## src/rtl/cpu_types_pkg.sv

```systemverilog
// Shared CPU/RAM types plus the enums and records used by the RAM request arbiter.
// Optional statistics are enabled with the ARB_STATS_EN macro.
package cpu_types_pkg;

    typedef enum logic [1:0] {
        FREE   = 2'd0,
        BUSY   = 2'd1,
        ACCESS = 2'd2,
        ERROR  = 2'd3
    } ramstate_t;

    typedef enum logic {
        ARB_IDLE  = 1'b0,
        ARB_GRANT = 1'b1
    } arb_state_t;

    typedef struct packed {
        logic core;
        logic is_data;
        logic write;
    } arb_sel_t;

    localparam int ARB_NREQ = 4;

    // Flat requester index {core, is_data} used by the per-requester grant counters.
    function automatic logic [1:0] arb_req_idx(arb_sel_t s);
        return {s.core, s.is_data};
    endfunction

endpackage

```

## src/rtl/ram_request_arbiter_if.sv

```systemverilog
// Request/grant bundle between the cache request lines, memory_control and the arbiter.
// Handshake: a grant stays valid until the RAM reports ACCESS (or the requester drops its line).
interface ram_request_arbiter_if;
    import cpu_types_pkg::*;

    logic [1:0] iREN;
    logic [1:0] dREN;
    logic [1:0] dWEN;
    logic       coh_busy;
    ramstate_t  ramstate;

    logic       grant_valid;
    logic       grant_core;
    logic       grant_is_data;
    logic       grant_write;
    logic       xfer_done;
    logic       starve_fire;

    modport slave (
        input  iREN, dREN, dWEN, coh_busy, ramstate,
        output grant_valid, grant_core, grant_is_data, grant_write, xfer_done, starve_fire
    );

    modport master (
        output iREN, dREN, dWEN, coh_busy, ramstate,
        input  grant_valid, grant_core, grant_is_data, grant_write, xfer_done, starve_fire
    );

endinterface

```

## src/rtl/arb_starve_ctr.sv

```systemverilog
// Per-core saturating count of data grants taken while that core's instruction fetch waits.
module arb_starve_ctr #(
    parameter int LIMIT = 4
) (
    input  logic CLK,
    input  logic nRST,
    input  logic inc,
    input  logic clr,
    output logic at_limit
);

    localparam int W = $clog2(LIMIT + 1);

    logic [W-1:0] cnt;

    always_ff @(posedge CLK or negedge nRST) begin
        if (!nRST) begin
            cnt <= '0;
        end else if (clr) begin
            cnt <= '0;
        end else if (inc && !at_limit) begin
            cnt <= cnt + W'(1);
        end
    end

    assign at_limit = (cnt == W'(LIMIT));

endmodule

```

## src/rtl/ram_request_arbiter.sv

```systemverilog
// Shares the single RAM port among icache0/dcache0/icache1/dcache1 with round-robin cores.
// Define ARB_STATS_EN to add the per-requester grant_cnt counters.
module ram_request_arbiter
    import cpu_types_pkg::*;
#(
    parameter int STARVE_LIMIT = 4,
    parameter int CPUS         = 2
) (
    input  logic                   CLK,
    input  logic                   nRST,
    ram_request_arbiter_if.slave   arb,
    output arb_state_t             dbg_state
`ifdef ARB_STATS_EN
    ,
    output logic [15:0]            grant_cnt [ARB_NREQ]
`endif
);

    if (CPUS != 2) begin : g_cpus_check
        $error("ram_request_arbiter supports exactly two cores");
    end

    arb_state_t state, state_d;
    arb_sel_t   sel_q;
    logic       grant_valid_q;
    logic       starve_fire_q;
    logic       rr_ptr;

    arb_sel_t   pick [2];
    logic [1:0] pick_starve;
    logic [1:0] has_req;
    logic [1:0] at_limit;
    logic [1:0] starve_inc;
    logic [1:0] starve_clr;
    logic       win;
    arb_sel_t   win_sel;
    logic       granted_bit;
    logic       issue;
    logic       done;
    logic       abort;

    // Per-core candidate: a starving fetch first, then write, read, fetch.
    always_comb begin
        for (int c = 0; c < 2; c++) begin
            has_req[c]         = arb.iREN[c] | arb.dREN[c] | arb.dWEN[c];
            pick_starve[c]     = 1'b0;
            pick[c].core       = 1'(c);
            pick[c].is_data    = 1'b0;
            pick[c].write      = 1'b0;
            if (at_limit[c] && arb.iREN[c]) begin
                pick_starve[c] = 1'b1;
            end else if (arb.dWEN[c]) begin
                pick[c].is_data = 1'b1;
                pick[c].write   = 1'b1;
            end else if (arb.dREN[c]) begin
                pick[c].is_data = 1'b1;
            end
        end
    end

    assign win     = has_req[rr_ptr] ? rr_ptr : ~rr_ptr;
    assign win_sel = pick[win];

    assign granted_bit = sel_q.is_data ? (sel_q.write ? arb.dWEN[sel_q.core] : arb.dREN[sel_q.core])
                                       : arb.iREN[sel_q.core];

    always_comb begin
        state_d = state;
        issue   = 1'b0;
        done    = 1'b0;
        abort   = 1'b0;
        case (state)
            ARB_IDLE: begin
                if (!arb.coh_busy && (|has_req)) begin
                    issue   = 1'b1;
                    state_d = ARB_GRANT;
                end
            end
            ARB_GRANT: begin
                if (arb.ramstate == ACCESS) begin
                    done    = 1'b1;
                    state_d = ARB_IDLE;
                end else if (!granted_bit) begin
                    abort   = 1'b1;
                    state_d = ARB_IDLE;
                end
            end
            default: state_d = ARB_IDLE;
        endcase
    end

    always_ff @(posedge CLK or negedge nRST) begin
        if (!nRST) begin
            state         <= ARB_IDLE;
            sel_q         <= '0;
            grant_valid_q <= 1'b0;
            starve_fire_q <= 1'b0;
            rr_ptr        <= 1'b0;
        end else begin
            state         <= state_d;
            starve_fire_q <= 1'b0;
            if (issue) begin
                sel_q         <= win_sel;
                grant_valid_q <= 1'b1;
                starve_fire_q <= pick_starve[win];
            end else if (done || abort) begin
                grant_valid_q <= 1'b0;
            end
            // An aborted grant leaves priority where it was.
            if (done) begin
                rr_ptr <= ~sel_q.core;
            end
        end
    end

    always_comb begin
        for (int c = 0; c < 2; c++) begin
            starve_inc[c] = issue && (win == 1'(c)) && win_sel.is_data && arb.iREN[c];
            starve_clr[c] = !arb.iREN[c] || (issue && (win == 1'(c)) && !win_sel.is_data);
        end
    end

    for (genvar g = 0; g < 2; g++) begin : g_starve
        arb_starve_ctr #(
            .LIMIT(STARVE_LIMIT)
        ) u_ctr (
            .CLK     (CLK),
            .nRST    (nRST),
            .inc     (starve_inc[g]),
            .clr     (starve_clr[g]),
            .at_limit(at_limit[g])
        );
    end

    assign arb.grant_valid   = grant_valid_q;
    assign arb.grant_core    = sel_q.core;
    assign arb.grant_is_data = sel_q.is_data;
    assign arb.grant_write   = sel_q.write;
    assign arb.starve_fire   = starve_fire_q;
    assign arb.xfer_done     = grant_valid_q && (arb.ramstate == ACCESS);
    assign dbg_state         = state;

`ifdef ARB_STATS_EN
    always_ff @(posedge CLK or negedge nRST) begin
        if (!nRST) begin
            for (int i = 0; i < ARB_NREQ; i++) begin
                grant_cnt[i] <= '0;
            end
        end else if (arb.xfer_done) begin
            grant_cnt[arb_req_idx(sel_q)] <= grant_cnt[arb_req_idx(sel_q)] + 16'd1;
        end
    end
`endif

endmodule

```

## src/flat_wrapper.sv

```systemverilog
// flat-port wrapper written by rule: the top's interface ports become plain ports
module ram_request_arbiter_flat import cpu_types_pkg::*;
#(
    parameter int STARVE_LIMIT = 4,
    parameter int CPUS         = 2
)
  (CLK, nRST, dbg_state, arb_iREN, arb_dREN, arb_dWEN, arb_coh_busy, arb_ramstate, arb_grant_valid, arb_grant_core, arb_grant_is_data, arb_grant_write, arb_xfer_done, arb_starve_fire);
  ram_request_arbiter_if arb_i ();
  input  logic CLK;
  input  logic nRST;
  output arb_state_t dbg_state;
  input wire logic [$bits(arb_i.iREN)-1:0] arb_iREN;
  input wire logic [$bits(arb_i.dREN)-1:0] arb_dREN;
  input wire logic [$bits(arb_i.dWEN)-1:0] arb_dWEN;
  input wire logic [$bits(arb_i.coh_busy)-1:0] arb_coh_busy;
  input wire logic [$bits(arb_i.ramstate)-1:0] arb_ramstate;
  output wire logic [$bits(arb_i.grant_valid)-1:0] arb_grant_valid;
  output wire logic [$bits(arb_i.grant_core)-1:0] arb_grant_core;
  output wire logic [$bits(arb_i.grant_is_data)-1:0] arb_grant_is_data;
  output wire logic [$bits(arb_i.grant_write)-1:0] arb_grant_write;
  output wire logic [$bits(arb_i.xfer_done)-1:0] arb_xfer_done;
  output wire logic [$bits(arb_i.starve_fire)-1:0] arb_starve_fire;
  assign arb_i.iREN = arb_iREN;
  assign arb_i.dREN = arb_dREN;
  assign arb_i.dWEN = arb_dWEN;
  assign arb_i.coh_busy = arb_coh_busy;
  assign arb_i.ramstate = arb_ramstate;
  assign arb_grant_valid = arb_i.grant_valid;
  assign arb_grant_core = arb_i.grant_core;
  assign arb_grant_is_data = arb_i.grant_is_data;
  assign arb_grant_write = arb_i.grant_write;
  assign arb_xfer_done = arb_i.xfer_done;
  assign arb_starve_fire = arb_i.starve_fire;
  ram_request_arbiter #(.STARVE_LIMIT(STARVE_LIMIT), .CPUS(CPUS)) u_core (.CLK(CLK), .nRST(nRST), .arb(arb_i), .dbg_state(dbg_state));
endmodule
```

## config.mk

```make
export PLATFORM = sky130hd
export DESIGN_NAME = ram_request_arbiter_flat
export DESIGN_NICKNAME = d
export VERILOG_FILES = /design/src/rtl/cpu_types_pkg.sv /design/src/rtl/ram_request_arbiter_if.sv /design/src/rtl/arb_starve_ctr.sv /design/src/rtl/ram_request_arbiter.sv /design/src/flat_wrapper.sv
export SDC_FILE = /design/constraint.sdc
export NUM_CORES = 1
export LEC_CHECK = 0
export ABC_CLOCK_PERIOD_IN_PS = 1800
export CAP_MARGIN = 10
export CELL_PAD_IN_SITES_DETAIL_PLACEMENT = 1
export CELL_PAD_IN_SITES_GLOBAL_PLACEMENT = 1
export CORE_MARGIN = 2
export CORE_UTILIZATION = 33
export DETAILED_ROUTE_END_ITERATION = 6
export HOLD_SLACK_MARGIN = 0.02
export PLACE_DENSITY = 0.82
export REMOVE_ABC_BUFFERS = 1
export SYNTH_ARGS = -nofsm -noshare
export SYNTH_HDL_FRONTEND = slang
export SYNTH_SLANG_ARGS = --single-unit
```

## constraint.sdc

```tcl
create_clock -name CLK -period 1.8 [get_ports CLK]
set_input_delay 0.36 -clock CLK [delete_from_list [all_inputs] [get_ports CLK]]
set_output_delay 0.36 -clock CLK [all_outputs]
set_load 0.1 [all_outputs]
```

**Word level (Yosys, flattened, before mapping)**

Index checks and enable logic that the tools add are counted.
Widths: inputs -> output; s select.

- Bits in registers: 13
- Bits of input ports: 11
- Output and inout port bits: 7
- Word-level logic and storage cells: 97

- Add/sub/neg operators: 2
- $lt $le $gt $ge: 4
- Eq/ne operators: 3
- Multiplexer cells: 43
- Bitwise operators: 9
- Reduce and logical (&&, ||, !) cells: 27

Operators by type and width:

| cell | count |
|---|---|
| $mux 1 | 33 |
| $mux 3 | 7 |
| $logic_and 1x1->1 | 14 |
| $add 3x1->3 const B | 2 |
| $eq 3x3->1 const B | 2 |
| $logic_not 1->1 | 6 |
| $lt 1x2->1 const B | 3 |
| $reduce_bool 2->1 | 3 |
| $mux 2 | 2 |
| $not 1->1 | 4 |
| $or 1x1->1 | 4 |
| $logic_or 1x1->1 | 3 |
| $eq 2x2->1 const B | 1 |
| $ge 2x2->1 const B | 1 |
| $not 1->2 | 1 |
| $pmux 1 s2 | 1 |
| $reduce_or 2->1 | 1 |

**Longest topological paths before layout**

Gate-level depths: netlist (run 1).

- Depth in word-level cells: 14
- Depth in mapped cells: 6

**Hierarchy**

Synthesis (run 1) repeated with hierarchy kept, for this count alone.

- Cell total of the unflattened synthesis: 84
- Area total of the unflattened synthesis: 818.3 um^2

By module, submodules not included:

| module | times used | cells each | area an instance (um^2) | sequential area each (um^2) |
|---|---|---|---|---|
| ram_request_arbiter | 1 | 48 | 422.9 | 175.2 |
| arb_starve_ctr | 2 | 18 | 197.7 | 75.1 |

**Least setup slack after synthesis (run 1)**

No wires, ideal clock.

- Kind: register -> register
- Start point: reg u_core.state, in the netlist u_core.dbg_state
- End point: reg u_core.g_starve[1].u_ctr.cnt[2]
- Arrival time: 2,094 ps
- Required time: 1,716 ps
- Slack: -378 ps
- Cell stages (with the launch flop): 6
- Period minus slack after synthesis: 2,178 ps
- Cell sequence: dfrtp_1 clkbuf_1 nor2_1 o21ai_0 or4b_2 a21boi_0

- Cells in the longest elaborated chain, start to end: 6
- Elaborated cells on any way between the ends: 9
- Those cells by class: mux: 2; reduce/logical: 7

RTL lines:

| what | line | RTL |
|---|---|---|
| start: declaration | ram_request_arbiter.sv:23 | `arb_state_t state, state_d;` |
| start signal: assignment | ram_request_arbiter.sv:100 | `state <= state_d;` |
| $mux 1 * | ram_request_arbiter.sv:72 | `case (state)` |
| $logic_and 1x1->1 * | ram_request_arbiter.sv:118, ram_request_arbiter.sv:119 |  |
| $logic_and 1x1->1 (2 in series) | ram_request_arbiter.sv:118 | `starve_inc[c] = issue && (win == 1'(c)) && win_sel.is_data && arb.iREN[c];` |
| $logic_and 1x1->1 | arb_starve_ctr.sv:21 | `end else if (inc && !at_limit) begin` |
| $reduce_bool 2->1 (no source line) | n/a |  |
| end signal: assignment | arb_starve_ctr.sv:22 | `cnt <= cnt + W'(1);` |
| end: declaration | arb_starve_ctr.sv:14 | `logic [W-1:0] cnt;` |

Mark *: on every way between the ends. The rest lies on a longest branch, timed or not.
A chain may end at the register's enable or synchronous reset.

**Worst setup path after layout (run 1)**

- Start point: in arb_coh_busy
- End point: reg u_core.g_starve[1].u_ctr.cnt[2]

- Cells in the longest elaborated chain, start to end: 9
- Elaborated cells on any way between the ends: 12
- Those cells by class: mux: 3; reduce/logical: 9

RTL lines:

| what | line | RTL |
|---|---|---|
| start: declaration | flat_wrapper.sv:15 | `input wire logic [$bits(arb_i.coh_busy)-1:0] arb_coh_busy;` |
| $logic_not 1->1 * | ram_request_arbiter.sv:74 | `if (!arb.coh_busy && (\|has_req)) begin` |
| $logic_and 1x1->1 * | ram_request_arbiter.sv:74 |  |
| $mux 1 * | ram_request_arbiter.sv:74 |  |
| $mux 1 * | ram_request_arbiter.sv:72 |  |
| $logic_and 1x1->1 * | ram_request_arbiter.sv:118, ram_request_arbiter.sv:119 |  |
| $logic_and 1x1->1 (2 in series) | ram_request_arbiter.sv:118 |  |
| $logic_and 1x1->1 | arb_starve_ctr.sv:21 |  |
| $reduce_bool 2->1 (no source line) | n/a |  |

Marked as above.

==> impl_metrics.py, run 1 <==
metrics = {
    "yosys": {
        "ys_seq_area_frac": 0.424,
        "yosys_warnings": 0,
        "synth_edf_count": 0,
        "syn_area_um2": 767,
        "ys_types": 32,
        "netlist_instances": 77,
        "ys_seq_elements": 13,
        "ys.flop_type": "dfrtp_1",
        "synth-async-reset-ratio": 1.00,
        "avgSynthCellArea_um2": 9.96,
    },
    "cells_and_area": {
        "area_growth_syn_to_layout_pct": 57.6,
        "layout.nets": 133,
        "drive_gt1_frac": 0.342,
        "n_antenna_cell": 0,
        "final-seq-area_um2": 325,
        "multi_input_area_um2": 434,
        "final_cells": 145,
        "fillers": 261,
        "utilization": 0.546,
    },
    "worst_setup_path": {
        "rr_worst_depth": 4,
        "r2r_setup_slack_ns": 0.19,
        "worst_r2r_startpoint": "u_core.arb.grant_write$_DFFE_PN0P_",
        "path_cells": "clkdlybuf4s50_1 > nor2_1 > o21ai_1 > or4b_2 > a21boi_1",
        "crit_type": "input pin to flip-flop",
        "cp_max_fo": 3,
        "slowest_delay_ns": 0.64,
        "reg2reg_to": "u_core.dbg_state$_DFF_PN0_",
        "required_ns": 2.00,
        "crit_arrival_ns": 1.94,
        "critPathLaunchType": "input pin",
        "cp_slowest_cell": "or4b_2",
        "cp-end-kind": "flip-flop",
    },
    "floorplan": {
        "core-area_mm2": 0.00221,
        "dieHeight_um": 52.2,
        "start_util": 0.347,
        "io_pins": 18,
        "dieArea_mm2": 0.00273,
        "row_count": 17,
        "die_x_um": 52.2,
    },
    "sta": {
        "period_needed_ns": 1.73,
        "max_slew_margin": 0.802,
        "tightest_slew_ns": 0.292,
        "fmax_mhz": 577,
        "finalCritPeriodShare": 0.963,
        "rsz0062_at_grt": "false",
        "drv_slew": 0,
        "finalSetupViolCount": 0,
        "final-hold-violation-count": 0,
        "finalClockSkew_ns": 0.00453,
    },
    "clocking": {
        "clk_pin_slew_ns": 0.08,
        "cts_htree_levels": 1,
        "cts_tree": "yes",
        "clock_sinks": 13,
        "post-cts-setup-buffers": 0,
        "clkLatencyLatePin_ns": 0.28,
        "clock_path_buffers": 2,
        "cts-root-buf": "clkbuf_4",
        "cts_buffers": 3,
    },
    "placed_design": {
        "globalplace.congestion": 0.900,
        "placedCellCount": 141,
        "dp_hpwl_mm": 1.88,
        "port_buffers": 17,
    },
    "outcome": {
        "status": "complete, no violations",
    },
    "detailed_routing": {
        "viasPerCell": 5.52,
        "detail-route-antenna-nets": 0,
        "drc_errors": 0,
        "drt_wl_total_mm": 2.34,
        "routedWlPerCell_um": 16.2,
        "vias": 800,
        "first_iter_violations": 14,
        "drt-pass1-iter-count": 4,
    },
    "power": {
        "pwr_density_cell_mw_per_mm2": 1480,
        "design_power_total_uw": 1790,
        "p_leak_uw": 0.000533,
        "ir_drop_mv": 0.854,
    },
    "grt": {
        "track_usage": 0.207,
        "grt_first_pass_wirelength_mm": 4.02,
        "grt_pass1_vias": 852,
        "grt-ovfl-total": 0,
        "antenna_found_initial": 0,
        "grt_max_degree": 14,
    },
    "run": {
        "max-cap-violations": 0,
    },
    "min_path": {
        "hp-class": "input pin to asynchronous set/reset pin",
    },
}
Yosys cell counts (all sizes together) (2+ instances only):
| library cell | count | area, um^2 |
|---|---|---|
| a21boi | 6 | 45.1 |
| a21oi | 2 | 10.0 |
| a31oi | 2 | 12.5 |
| dfrtp | 13 | 325 |
| ha | 4 | 50.1 |
| inv | 4 | 15.0 |
| nand2 | 5 | 18.8 |
| nand3 | 7 | 35.0 |
| nor2 | 4 | 15.0 |
| nor2b | 2 | 12.5 |
| nor3 | 4 | 20.0 |
| o21a | 2 | 15.0 |
| o21ai | 4 | 20.0 |
| or4b | 2 | 20.0 |
kinds of logic after synthesis:
family	after synthesis	synth area share
adder cells (fa/ha/maj)	4	0.0653
flip-flops	13	0.424
buffers and inverters	5	0.0245
multiplexers	3	0.0620
AND/OR/NAND/NOR	27	0.189
AO/OA/AOI/OAI	25	0.235
area by class of cell:
cell class	count	area share
Inverter	4	0.0124
Clock inverter	1	0.00414
Clock buffer	3	0.0186
Tap cell	28	0.0290
Sequential cell	13	0.269
Multi-Input combinational cell	59	0.359
Timing Repair Buffer	37	0.307
through the flow:
step / hold slack (ns) / cell area, um^2 / setup WS [ns] / TNS (ns)
global route: 0.384 / 1210 / 0.00671 / 0
CTS: 0.386 / 1220 / 0.00402 / 0
detailed placement: 0.569 / 1190 / -0.541 / -3.57
finish: 0.378 / 1210 / 0.0674 / 0
floorplan: 0.0644 / 763 / -0.351 / -1.34
global placement: 0.542 / 1190 / -0.462 / -2.81
worst max-delay path: cells and delay by family:
family / cells / cell delay (ns)
buffers and inverters: 1 / 0.46
AOI/OAI and AO/OA: 2 / 0.32
and+or+nand+nor: 2 / 0.80
worst max path at each step:
| stage | from | endpoint |
|---|---|---|
| after CTS | arb_dWEN[1] | u_core.g_starve[0].u_ctr.cnt[2]$_DFFE_PN0P_ |
| after global placement | arb_dREN[1] | u_core.g_starve[0].u_ctr.cnt[2]$_DFFE_PN0P_ |
| final | arb_coh_busy | u_core.g_starve[1].u_ctr.cnt[2]$_DFFE_PN0P_ |
| after floorplan | u_core.arb.grant_valid$_DFFE_PN0P_ | arb_xfer_done |
| after global routing | arb_coh_busy | u_core.g_starve[1].u_ctr.cnt[2]$_DFFE_PN0P_ |
| after detailed placement | arb_dREN[1] | u_core.g_starve[0].u_ctr.cnt[2]$_DFFE_PN0P_ |
metal layers:
metal / vias up / global-route usage / wire, um
li1: 376 / - / -
met1: 403 / 0.257 / 1040
met2: 17 / 0.361 / 1180
met3: 4 / 0.0314 / 85
met4: 0 / 0.0769 / 30
met5: - / 0 / 0
power breakdown:
| group | leakage, uW | internal [uW] | switching (uW) | total (uW) |
|---|---|---|---|---|
| combinational | 0.000349 | 445 | 673 | 1120 |
| clock | 0.0000177 | 82.6 | 103 | 185 |
| sequential | 0.000167 | 370 | 116 | 487 |
state kept, by name (all words and copies together), names as in the netlist:
signal                     cells
u_core.g_starve.u_ctr.cnt      6
u_core.arb.grant_valid         1
u_core.arb.starve_fire         1
u_core.arb.grant_core          1
u_core.rr_ptr                  1
u_core.dbg_state               1
u_core.arb.grant_is_data       1
u_core.arb.grant_write         1
timing repair:
action | CTS | global route
setup endpoints to repair | 5 | 4
pin swaps | 4 | 4
hold buffers | 0 | 0
endpoints found under the hold margin | 0 | 0
gates resized for setup | 12 | 5
cell usage in the layout (no fill, tap or decap), drive strengths merged:
| master | synthesis | layout |
|---|---|---|
| a21boi | 6 | 6 |
| a21o | 1 | 1 |
| nand2 | 5 | 5 |
| dlygate4sd2 | 0 | 3 |
| buf | 0 | 27 |
| o2bb2ai | 1 | 1 |
| and2 | 1 | 1 |
| o41ai | 1 | 1 |
| or4b | 2 | 2 |
| nor4 | 1 | 1 |
| o22ai | 1 | 1 |
| o21ba | 1 | 1 |
| a32oi | 1 | 1 |
| clkbuf | 1 | 6 |
| a2111oi | 1 | 1 |
| nor3 | 4 | 4 |
| o21ai | 4 | 4 |
| mux2 | 1 | 1 |
| clkdlybuf4s50 | 0 | 4 |
| inv | 4 | 4 |
| mux4 | 1 | 1 |
| nor2b | 2 | 2 |
| a22oi | 1 | 1 |
| nor2 | 4 | 4 |
| a21oi | 2 | 2 |
| or3 | 1 | 1 |
| a2111o | 1 | 1 |
| a31oi | 2 | 2 |
| nand3 | 7 | 7 |
| mux2i | 1 | 1 |
| dfrtp | 13 | 13 |
| o21a | 2 | 2 |
| ha | 4 | 4 |
| clkinv | 0 | 1 |
Note: power is estimated with default switching activity, not from simulation.
==> run 2, diff against run 1 <==
--- a/config.mk
+++ b/config.mk
@@ -5,16 +5,17 @@
 export SDC_FILE = /design/constraint.sdc
 export NUM_CORES = 1
 export LEC_CHECK = 0
-export ABC_CLOCK_PERIOD_IN_PS = 1800
 export CAP_MARGIN = 10
 export CELL_PAD_IN_SITES_DETAIL_PLACEMENT = 1
 export CELL_PAD_IN_SITES_GLOBAL_PLACEMENT = 1
 export CORE_MARGIN = 2
 export CORE_UTILIZATION = 33
+export CTS_CLUSTER_DIAMETER = 100
 export DETAILED_ROUTE_END_ITERATION = 6
 export HOLD_SLACK_MARGIN = 0.02
 export PLACE_DENSITY = 0.82
 export REMOVE_ABC_BUFFERS = 1
+export SETUP_SLACK_MARGIN = 0.4
 export SYNTH_ARGS = -nofsm -noshare
 export SYNTH_HDL_FRONTEND = slang
 export SYNTH_SLANG_ARGS = --single-unit
==> run 2 against run 1 <==
  * Fmax rose by 3.0%
  * Final area rose by 12%
  * Worst setup slack improved by 0.050 ns
  * Non-clock buffer count is 8 higher
  * Largest power group unchanged
==> impl_metrics.py, run 2 (synthesized netlist as in run 1, its figures left out) <==
metrics = {
    "grt": {
        "grt_pass1_vias": 913,
        "grt-ovfl-total": 0,
        "grt_max_degree": 14,
        "grt_first_pass_wirelength_mm": 4.54,
        "track_usage": 0.235,
        "antenna_found_initial": 0,
    },
    "cells_and_area": {
        "final_cell_mix": "buf_4 (24), dfrtp_1 (11), nand3_1 (7), buf_12 (7)",
        "area_growth_syn_to_layout_pct": 76.7,
        "final_common_cell": "buf_4",
        "n_antenna_cell": 0,
        "largest_reg_flops": 6,
        "layout.nets": 141,
        "final_cells": 153,
        "utilization": 0.613,
        "largest-register": "u_core.g_starve.u_ctr.cnt",
        "drive_gt1_frac": 0.472,
    },
    "clocking": {
        "clk_pin_slew_ns": 0.08,
        "cts_htree_levels": 1,
        "cts_buffers": 3,
        "cts-root-buf": "clkbuf_4",
        "cts_tree": "yes",
        "clock_sinks": 13,
        "clock_path_buffers": 2,
        "clkLatencyLatePin_ns": 0.28,
    },
    "worst_setup_path": {
        "crit_type": "input pin to flip-flop",
        "critPathLaunchType": "input pin",
        "crit_arrival_ns": 1.90,
        "cp_max_fo": 2,
        "required_ns": 2.02,
        "cp-end-kind": "flip-flop",
    },
    "power": {
        "pwr-share-seq": 0.248,
        "p_clk_frac": 0.094,
        "power.switching_uw": 954,
        "pwr_density_cell_mw_per_mm2": 1440,
        "design_power_total_uw": 1960,
        "switching_share": 0.487,
        "p_int_uw": 1000,
        "ir_drop_mv": 0.987,
        "p_comb_frac": 0.658,
        "p_leak_uw": 0.000590,
    },
    "detailed_routing": {
        "viasPerCell": 5.34,
        "wl_met1_mm": 1.11,
        "first_iter_violations": 7,
        "drt_wl_total_mm": 2.67,
        "vias": 817,
        "drc_errors": 0,
        "maxUsedRoutingLayer": "met4",
        "drt-pass1-iter-count": 4,
        "wl_met3_um": 122,
        "detail-route-antenna-nets": 0,
        "routedWlPerCell_um": 17.4,
        "met2_length_mm": 1.40,
    },
    "floorplan": {
        "die_x_um": 52.2,
        "start_util": 0.347,
        "dieArea_mm2": 0.00273,
        "dieHeight_um": 52.2,
        "row_count": 17,
        "io_pins": 18,
        "core-area_mm2": 0.00221,
    },
    "placed_design": {
        "placedCellCount": 141,
        "dp_hpwl_mm": 1.88,
        "globalplace.congestion": 0.900,
        "port_buffers": 17,
    },
    "sta": {
        "tightest_slew_ns": 0.276,
        "drv_slew": 0,
        "finalSetupViolCount": 0,
        "finalCritPeriodShare": 0.935,
        "finalClockSkew_ns": 0.00354,
        "period_needed_ns": 1.68,
        "fmax_mhz": 594,
        "rsz0062_at_grt": "true",
        "max_slew_margin": 0.814,
        "final-hold-violation-count": 0,
    },
    "outcome": {
        "status": "complete, no violations",
    },
    "min_path": {
        "hp-class": "input pin to asynchronous set/reset pin",
    },
    "run": {
        "max-cap-violations": 0,
    },
}
run 2: cell types whose count changed in the layout (fill, tap and decap cells not counted), moves of 2 or more:
cell / delta
clkbuf_2: -3
dlygate4sd2_1: +2
clkdlybuf4s50_1: -3
a21boi_0: -4
dfrtp_2: +2
a21boi_1: +3
buf_4: +4
buf_6: +5
dfrtp_1: -2
buf_2: +2
run 2: area by class of cell:
class,count,area [um^2]
multi-input combinational,59,499
clock inverter,1,5.00
timing repair buffer,45,450
inverter,4,15.0
tap,28,35.0
sequential,13,328
clock buffer,3,22.5
fill,252,857
run 2: power groups by stage:
stage	registers, uW	clock network [uW]	logic, uW
after floorplan	860	0	249
after global placement	484	0	1090
after detailed placement	486	0	1120
after CTS	475	190	1220
after global routing	500	200	1350
final	486	184	1290
run 2: worst max-delay path, cell delays in order:
cell and delay, ns:
buf_6 0.09, or3_4 0.39, a2111o_1 0.44, or4b_1 0.49, a21boi_1 0.13
run 2: worst paths after layout:
check / startpoint / to / slack [ns] / depth (start not counted)
worst max-delay path: arb_dWEN[1] / u_core.g_starve[0].u_ctr.cnt[2]$_DFFE_PN0P_ / 0.12 / 5
worst min-delay path: nRST / u_core.arb.grant_write$_DFFE_PN0P_ / 0.38 / 2
worst max register to register: u_core.dbg_state$_DFF_PN0_ / u_core.g_starve[0].u_ctr.cnt[2]$_DFFE_PN0P_ / 0.24 / 4
worst min register to register: u_core.g_starve[0].u_ctr.cnt[0]$_DFFE_PN0P_ / u_core.g_starve[0].u_ctr.cnt[0]$_DFFE_PN0P_ / 0.57 / 2
max in group asynchronous: nRST / u_core.arb.grant_valid$_DFFE_PN0P_ / 1.23 / 2
min in group CLK: arb_dWEN[1] / u_core.arb.grant_write$_DFFE_PN0P_ / 0.45 / 4
run 2: repair_timing:
item / in CTS / in global routing
hold buffers: 0 / 0
pin swaps: 6 / 6
setup buffers: 5 / 3
resized for setup: 37 / 12
setup endpoints to repair: 13 / 16
run 2: through the flow:
stage	setup WS, ns	setup TNS [ns]	hold slack (ns)	instance area [um^2]
3_3_place_gp	-0.462	-2.81	0.542	1190
6_report	0.117	0	0.382	1360
2_1_floorplan	-0.351	-1.34	0.0644	763
5_1_grt	0.0748	0	0.385	1360
4_1_cts	0.117	0	0.386	1290
3_5_place_dp	-0.541	-3.57	0.569	1190
run 2: routing by layer:
layer	GRT usage	up-vias
li1	-	386
met1	0.292	406
met2	0.416	21
met3	0.0314	4
met4	0.0769	0
met5	0	-
